File: src/rtl/cache_pipe_stage.sv
// cache_pipe_stage: elastic valid/ready stage between the tag/compare and
// data/writeback cache pipeline stages. Carries read line, write line,
// address and a metadata vector. With SKID=1 a 2-entry skid buffer keeps
// in_ready registered; with SKID=0 a single register is used and in_ready
// is combinational. Also provides flush and a saturating stall counter.
module cache_pipe_stage #(
  parameter int DATA_W = 256,
  parameter int ADDR_W = 32,
  parameter int META_W = 8,
  parameter int SKID   = 1,
  parameter int CNT_W  = 16
) (
  input  logic              clk,
  input  logic              rst,
  input  logic              flush,
  input  logic              in_valid,
  output logic              in_ready,
  input  logic [DATA_W-1:0] in_rdata,
  input  logic [DATA_W-1:0] in_wdata,
  input  logic [ADDR_W-1:0] in_addr,
  input  logic [META_W-1:0] in_meta,
  output logic              out_valid,
  input  logic              out_ready,
  output logic [DATA_W-1:0] out_rdata,
  output logic [DATA_W-1:0] out_wdata,
  output logic [ADDR_W-1:0] out_addr,
  output logic [META_W-1:0] out_meta,
  output logic [1:0]        occupancy,
  output logic [CNT_W-1:0]  stall_cnt
);

  // One entry is the whole payload packed as {rdata, wdata, addr, meta}.
  localparam int ENT_W = 2 * DATA_W + ADDR_W + META_W;
  localparam logic [CNT_W-1:0] CNT_MAX = {CNT_W{1'b1}};

  typedef enum logic [1:0] {
    ST_EMPTY = 2'd0,
    ST_ONE   = 2'd1,
    ST_FULL  = 2'd2
  } state_t;

  state_t             state_r;
  logic [ENT_W-1:0]   main_r;
  logic [ENT_W-1:0]   skid_r;
  logic               out_valid_r;
  logic               in_ready_r;
  logic [1:0]         occ_r;
  logic [CNT_W-1:0]   stall_r;

  logic [ENT_W-1:0]   in_ent_s;
  logic               in_ready_s;
  logic               acc_in_s;
  logic               acc_out_s;

  // Pack the incoming payload and derive ready and the two handshake strobes.
  always_comb begin
    in_ent_s = {in_rdata, in_wdata, in_addr, in_meta};
    if (SKID != 0) begin
      in_ready_s = in_ready_r;
    end else begin
      in_ready_s = !out_valid_r || out_ready;
    end
    acc_in_s  = in_valid && in_ready_s;
    acc_out_s = out_valid_r && out_ready;
  end

  // Stage FSM: main register feeds the outputs, skid register absorbs the
  // entry that arrives while the downstream is stalled (SKID=1 only).
  always_ff @(posedge clk) begin
    if (rst) begin
      state_r     <= ST_EMPTY;
      out_valid_r <= 1'b0;
      in_ready_r  <= 1'b1;
      occ_r       <= 2'd0;
      main_r      <= {ENT_W{1'b0}};
      skid_r      <= {ENT_W{1'b0}};
    end else if (flush) begin
      // Payload registers keep stale contents; they are hidden by out_valid=0.
      state_r     <= ST_EMPTY;
      out_valid_r <= 1'b0;
      in_ready_r  <= 1'b1;
      occ_r       <= 2'd0;
    end else begin
      case (state_r)
        ST_EMPTY: begin
          if (acc_in_s) begin
            state_r     <= ST_ONE;
            main_r      <= in_ent_s;
            out_valid_r <= 1'b1;
            in_ready_r  <= 1'b1;
            occ_r       <= 2'd1;
          end
        end
        ST_ONE: begin
          if (acc_in_s && acc_out_s) begin
            // Old entry leaves while the new one takes its place.
            main_r <= in_ent_s;
          end else if (acc_in_s) begin
            if (SKID != 0) begin
              state_r    <= ST_FULL;
              skid_r     <= in_ent_s;
              in_ready_r <= 1'b0;
              occ_r      <= 2'd2;
            end else begin
              // Unreachable with SKID=0: accepting while ONE implies out_ready.
              main_r <= in_ent_s;
            end
          end else if (acc_out_s) begin
            state_r     <= ST_EMPTY;
            out_valid_r <= 1'b0;
            in_ready_r  <= 1'b1;
            occ_r       <= 2'd0;
          end
        end
        ST_FULL: begin
          if (out_ready) begin
            state_r    <= ST_ONE;
            main_r     <= skid_r;
            in_ready_r <= 1'b1;
            occ_r      <= 2'd1;
          end
        end
        default: begin
          state_r     <= ST_EMPTY;
          out_valid_r <= 1'b0;
          in_ready_r  <= 1'b1;
          occ_r       <= 2'd0;
        end
      endcase
    end
  end

  // Saturating count of cycles where the downstream stalls a valid entry.
  always_ff @(posedge clk) begin
    if (rst) begin
      stall_r <= {CNT_W{1'b0}};
    end else if (out_valid_r && !out_ready && (stall_r != CNT_MAX)) begin
      stall_r <= stall_r + {{(CNT_W-1){1'b0}}, 1'b1};
    end else begin
      stall_r <= stall_r;
    end
  end

  assign in_ready  = in_ready_s;
  assign out_valid = out_valid_r;
  assign occupancy = occ_r;
  assign stall_cnt = stall_r;
  assign out_rdata = main_r[ENT_W-1 -: DATA_W];
  assign out_wdata = main_r[ENT_W-DATA_W-1 -: DATA_W];
  assign out_addr  = main_r[META_W +: ADDR_W];
  assign out_meta  = main_r[META_W-1:0];

endmodule
File: config.mk
export PLATFORM = sky130hd
export DESIGN_NAME = cache_pipe_stage
export DESIGN_NICKNAME = d
export VERILOG_FILES = /design/src/rtl/cache_pipe_stage.sv
export SDC_FILE = /design/constraint.sdc
export NUM_CORES = 2
export LEC_CHECK = 0
export ABC_CLOCK_PERIOD_IN_PS = 2100
export CORE_AREA = 5 5 439 441
export CTS_BUF_LIST = sky130_fd_sc_hd__clkbuf_4 sky130_fd_sc_hd__clkbuf_8 sky130_fd_sc_hd__clkbuf_16
export DETAILED_ROUTE_END_ITERATION = 6
export DIE_AREA = 0 0 444 446
export PLACE_DENSITY = 0.45
export SKIP_CTS_REPAIR_TIMING = 1
export SLEW_MARGIN = 20
export SYNTH_ARGS = -nofsm -noshare
export SYNTH_HDL_FRONTEND = slang
export SYNTH_SLANG_ARGS = --single-unit
File: constraint.sdc
create_clock -name clk -period 2.1 [get_ports clk]
set_input_delay 0.42 -clock clk [delete_from_list [all_inputs] [get_ports clk]]
set_output_delay 0.42 -clock clk [all_outputs]
set_load 0.01 [all_outputs]
# Word level (Yosys, flattened, before mapping)
# Index checks and enable logic that the tools add are counted.
# Widths: inputs -> output; s select.
[word_totals] out_inout_bits=572 register_bits=1124 mem_count=0 latchBits=0 rom_bits=0 word_cells=53 mem_bits_rw=0 inputBits=557
[op_classes] magnitude_cmp=0 div=0 bitwise_logic=3 n_shift=0 n_eq_ne=10 n_mux=20 reduce_logical=13 mul=0 addsub=1
[ops] op="$mux 552" count=3
[ops] op="$pmux 552 s3" count=1
[ops] op="$add 16x1->16 const B" count=1
[ops] op="$ne 16x16->1 const B" count=1
[ops] op="$ne 2x2->1 const B" count=6
[ops] op="$mux 2" count=5
[ops] op="$reduce_and 5->1" count=2
[ops] op="$mux 1" count=8
[ops] op="$reduce_and 4->1" count=2
[ops] op="$pmux 1 s3" count=2
[ops] op="$pmux 2 s3" count=1
[ops] op="$logic_and 1x1->1" count=5
[ops] op="$ne 3x3->1 const B" count=1
[ops] op="$not 1->1" count=3
[ops] op="$reduce_bool 3->1" count=1
[ops] op="$eq 2x1->1 const B" count=1
[ops] op="$eq 2x2->1 const B" count=1
[ops] op="$logic_not 2->1" count=1
[ops] op="$reduce_or 2->1" count=1
[ops] op="$logic_not 1->1" count=1

# Logic depth before layout (Yosys ltp)
[depth] word_depth=5 ltp_mapped=7 depth_no_buf=5

# Least setup slack after synthesis
# Ideal clock, no wire load.
[synth_timing] kind="input -> register" from="input port out_ready" to="register stall_r[15] (netlist: stall_cnt[15])" n_path_buf=1 arrival_time_ns=1.637 t_required_ns=1.979 setup_time_ns=0.121 path_stages=5 path_slack_ns=0.343 cell_sequence="buf_2 and4b_1 nand3b_2 nor4b_1 mux2_2"
[synth_via] elab_chain_cells=3
[synth_lines] element="start: declaration" line="23" rtl="input logic out_ready,"
[synth_lines] element="$logic_not 1->1" line="137" rtl="end else if (out_valid_r && !out_ready && (stall_r != CNT_MAX)) begin"
[synth_lines] element="$logic_and 1x1->1 (2 in a row)" line="137"
[synth_lines] element="end signal: assignment" line="136" rtl="stall_r <= {CNT_W{1'b0}};"
[synth_lines] element="end signal: assignment" line="138" rtl="stall_r <= stall_r + {{(CNT_W-1){1'b0}}, 1'b1};"
[synth_lines] element="end signal: assignment" line="140" rtl="stall_r <= stall_r;"
[synth_lines] element="end: declaration" line="48" rtl="logic [CNT_W-1:0] stall_r;"
# No other way between the ends.
# A chain may end at the register's enable or synchronous reset.

# Worst setup path after layout
[layout_timing] from="register stall_r[9] (netlist: stall_cnt[9])" to="output port stall_cnt[9]"
[layout_rtl] element="end: declaration" line="29" rtl="output logic [CNT_W-1:0] stall_cnt"
# No word-level cell between the ends.

==> impl_metrics.yaml <==
layout:
  drive_gt1_frac: 0.09068
  design_area_um2: 71780
  syn2layout_area_growth_pct: 45.44
  multi_input_area_um2: 24190
  layout.nets: 7250
  regArea_um2: 22540
  fill_cells: 18910
logic_synthesis:
  synth_nets: 6270
  synth_top_cell_by_area: "dfxtp_1"
  syn_avg_cell_area_um2: 8.640
  syn_inst: 5712
  synth_area_um2: 49350
  synth_area_leaders: "dfxtp_1 46%, mux2i_1 11%, o41ai_1 9.8%, nand2_1 8.4%, nor2b_1 7.0%"
  ys_types: 46
  synthTopCellsByCount: "1124 x dfxtp_1, 1111 x nand2_1, 563 x a21oi_1"
  synth.most_common_cell: "dfxtp_1"
  yosys.area.top_type_share: 0.4559
  async_flop_share: 0
  ys_warn_count: 0
  ys_seq_area_frac: 0.4559
  synth-edff-count: 0
  synthFlopType: "dfxtp_1"
  ys_seq_elements: 1124
pwr:
  power_density_nw_per_um2: 763.0
  ir_worst_vdd_mv: 0.5673
  power_uw: 54770
  cellLeakagePower_uw: 0.03750
place:
  io_buffers: 1128
  placed_cell_area_um2: 65470
  hpwlAfterDp_um: 150900
  pre_cts_ws_ns: -0.5127
  finalWeightedCongestion: 0.8077
grt:
  grt_pass1_vias: 42670
  gr-usage-all-layers: 0.1984
  grt_max_degree: 136
  grt_antenna_before_repair: 41
  grt_pass1_wl_um: 298800
  grt-ovfl-total: 0
clock_network:
  cts_tree: "built"
  cts_buffers: 142
  cts_max_level: 4
  root_buffer: "clkbuf_16"
  clkSinkCount: 1124
  clk_latency_ns: 0.80
  clkTransAtPathRegs_ns: 0.06
  clockBufferDepth: 3
sta:
  slew_violations: 0
  tightest_slew_ns: 0.7723
  rsz0062_at_grt: "yes"
  setup_slack_ns: 0.1193
  finalHoldViolCount: 0
  fin_skew_ns: 0.04962
  slew_headroom: 0.4852
  setup_viol: 0
  min_period_over_period: 0.9432
  layout_min_cycle_time_ns: 1.981
  fmax_ghz: 0.5049
routing:
  routedLengthMet1_um: 88040
  dr.pass1.iters: 5
  num_vias: 45430
  antenna_left: 0
  drtIter0Drc: 2675
  route.detailed.drc: 0
  wl_um: 208000
  dr.max_layer_used: "met5"
  wl_per_cell_um: 22.30
  wl_met3_um: 12160
  detail_route.vias_per_cell: 4.872
  wl_met2_um: 100600
critical_path:
  cpMaxStageDelayCell: "dfxtp_1"
  path_cells: "dlymetal6s2s_1"
  critPathBufInv: 1
  crit_path_max_fanout: 7
  r2r_end: "main_r[521]"
  cp-start-kind: "flop"
  crit_family: "flip-flops"
  r2r_start: "occupancy[1]"
  required_ns: 1.68
  reg2regPathDepth: 6
  worstSetupPathDepth: 1
  r2r_slack_ns: 0.17
  critPathArrivalTime_ns: 1.56
  setup.worst_path.end_class: "primary output"
  slowest_delay_ns: 0.48
  path_class: "flop to primary output"
worst_hold_path:
  hold_path.class: "input pin to flop"
  whs_path_depth: 2
  worstHoldEndpoint: "skid_r[166]"
  min_from: "rst"
die:
  io_pins: 1129
  die_h_um: 446
  coreArea_um2: 188800
  start_util: 0.2614
  dieArea_um2: 198000
  rows: 160
  die_x_um: 444
flow_run:
  maxCapViolations: 0
status:
  status: "finished, final reports clean"
power by group:
group	internal [uW]	switching [uW]
sequential	22100	485
combinational	3270	3590
clock	15100	10300
final cells by class:
class,count,area share
multi-input cells,3968,0.3371
flip-flops and latches,1124,0.3140
repair buffers,1454,0.2370
clock buffers,206,0.05906
well taps,2511,0.04377
clock inverters,39,0.008332
diodes,21,0.0007321
inverters,2,0.0001046
cell families (layout without fill, tap and decap cells):
logic type | Yosys count | in the layout | synth area share
AO/OA/AOI/OAI | 1686 | 1686 | 0.2139
XOR/XNOR | 2 | 2 | 0.0003550
adder cells (fa/ha/maj) | 1 | 1 | 0.0002535
buffers and inverters | 620 | 1701 | 0.05451
flip-flops | 1124 | 1124 | 0.4559
other | 0 | 21 | 0
multiplexers | 557 | 557 | 0.1130
AND/OR/NAND/NOR | 1722 | 1722 | 0.1620
routing by layer:
metal | global-route usage | up-vias
li1 | - | 22260
met1 | 0.2483 | 21660
met2 | 0.3356 | 1208
met3 | 0.04462 | 302
met4 | 0.06926 | 10
met5 | 0 | -
registers in the layout, summed over array words and instances (netlist names):
name and count:
main_r 552, in_ready 1, skid_r 552, occupancy 2, stall_cnt 16, out_valid 1
stage by stage:
stage / hold slack [ns] / std cells / TNS, ns / util
finish: 0.08318 / 9325 / 0 / 0.3802
CTS: -0.07782 / 9303 / -92.70 / 0.3724
global route: 0.06685 / 9316 / -0.007214 / 0.3801
floorplan: 0.4357 / 5712 / 0 / -
detailed placement: 0.4433 / 9058 / -388.35 / 0.3468
global placement: 0.4372 / 9058 / -352.85 / 0.3468
layout by cell type, fill, tap and decap left out, types with 4 or more instances in the layout:
master,n
dfxtp_2,24
mux2i_1,555
clkbuf_4,33
clkinv_16,4
or4_1,4
clkdlybuf4s50_1,554
buf_4,175
nor2b_1,555
nand4_1,5
nor3_1,5
o21ai_0,386
dfxtp_1,1099
o21ai_1,173
clkbuf_8,30
clkinv_2,15
o31ai_1,4
nand2_1,1111
buf_12,149
clkinv_8,5
nor2_1,12
clkbuf_2,8
diode_2,21
dlymetal6s2s_1,563
bufinv_16,8
nand3_1,5
o41ai_1,552
a21oi_1,563
clkbuf_16,143
worst max path at each step:
stage / from / end
5_1_grt: occupancy[1] / skid_r[478]
2_1_floorplan: out_ready / stall_cnt[15]
3_5_place_dp: out_ready / skid_r[303]
4_1_cts: out_valid / out_valid
3_3_place_gp: out_ready / skid_r[301]
6_report: stall_cnt[9] / stall_cnt[9]
No activity file was read; power rests on OpenSTA's default activity.
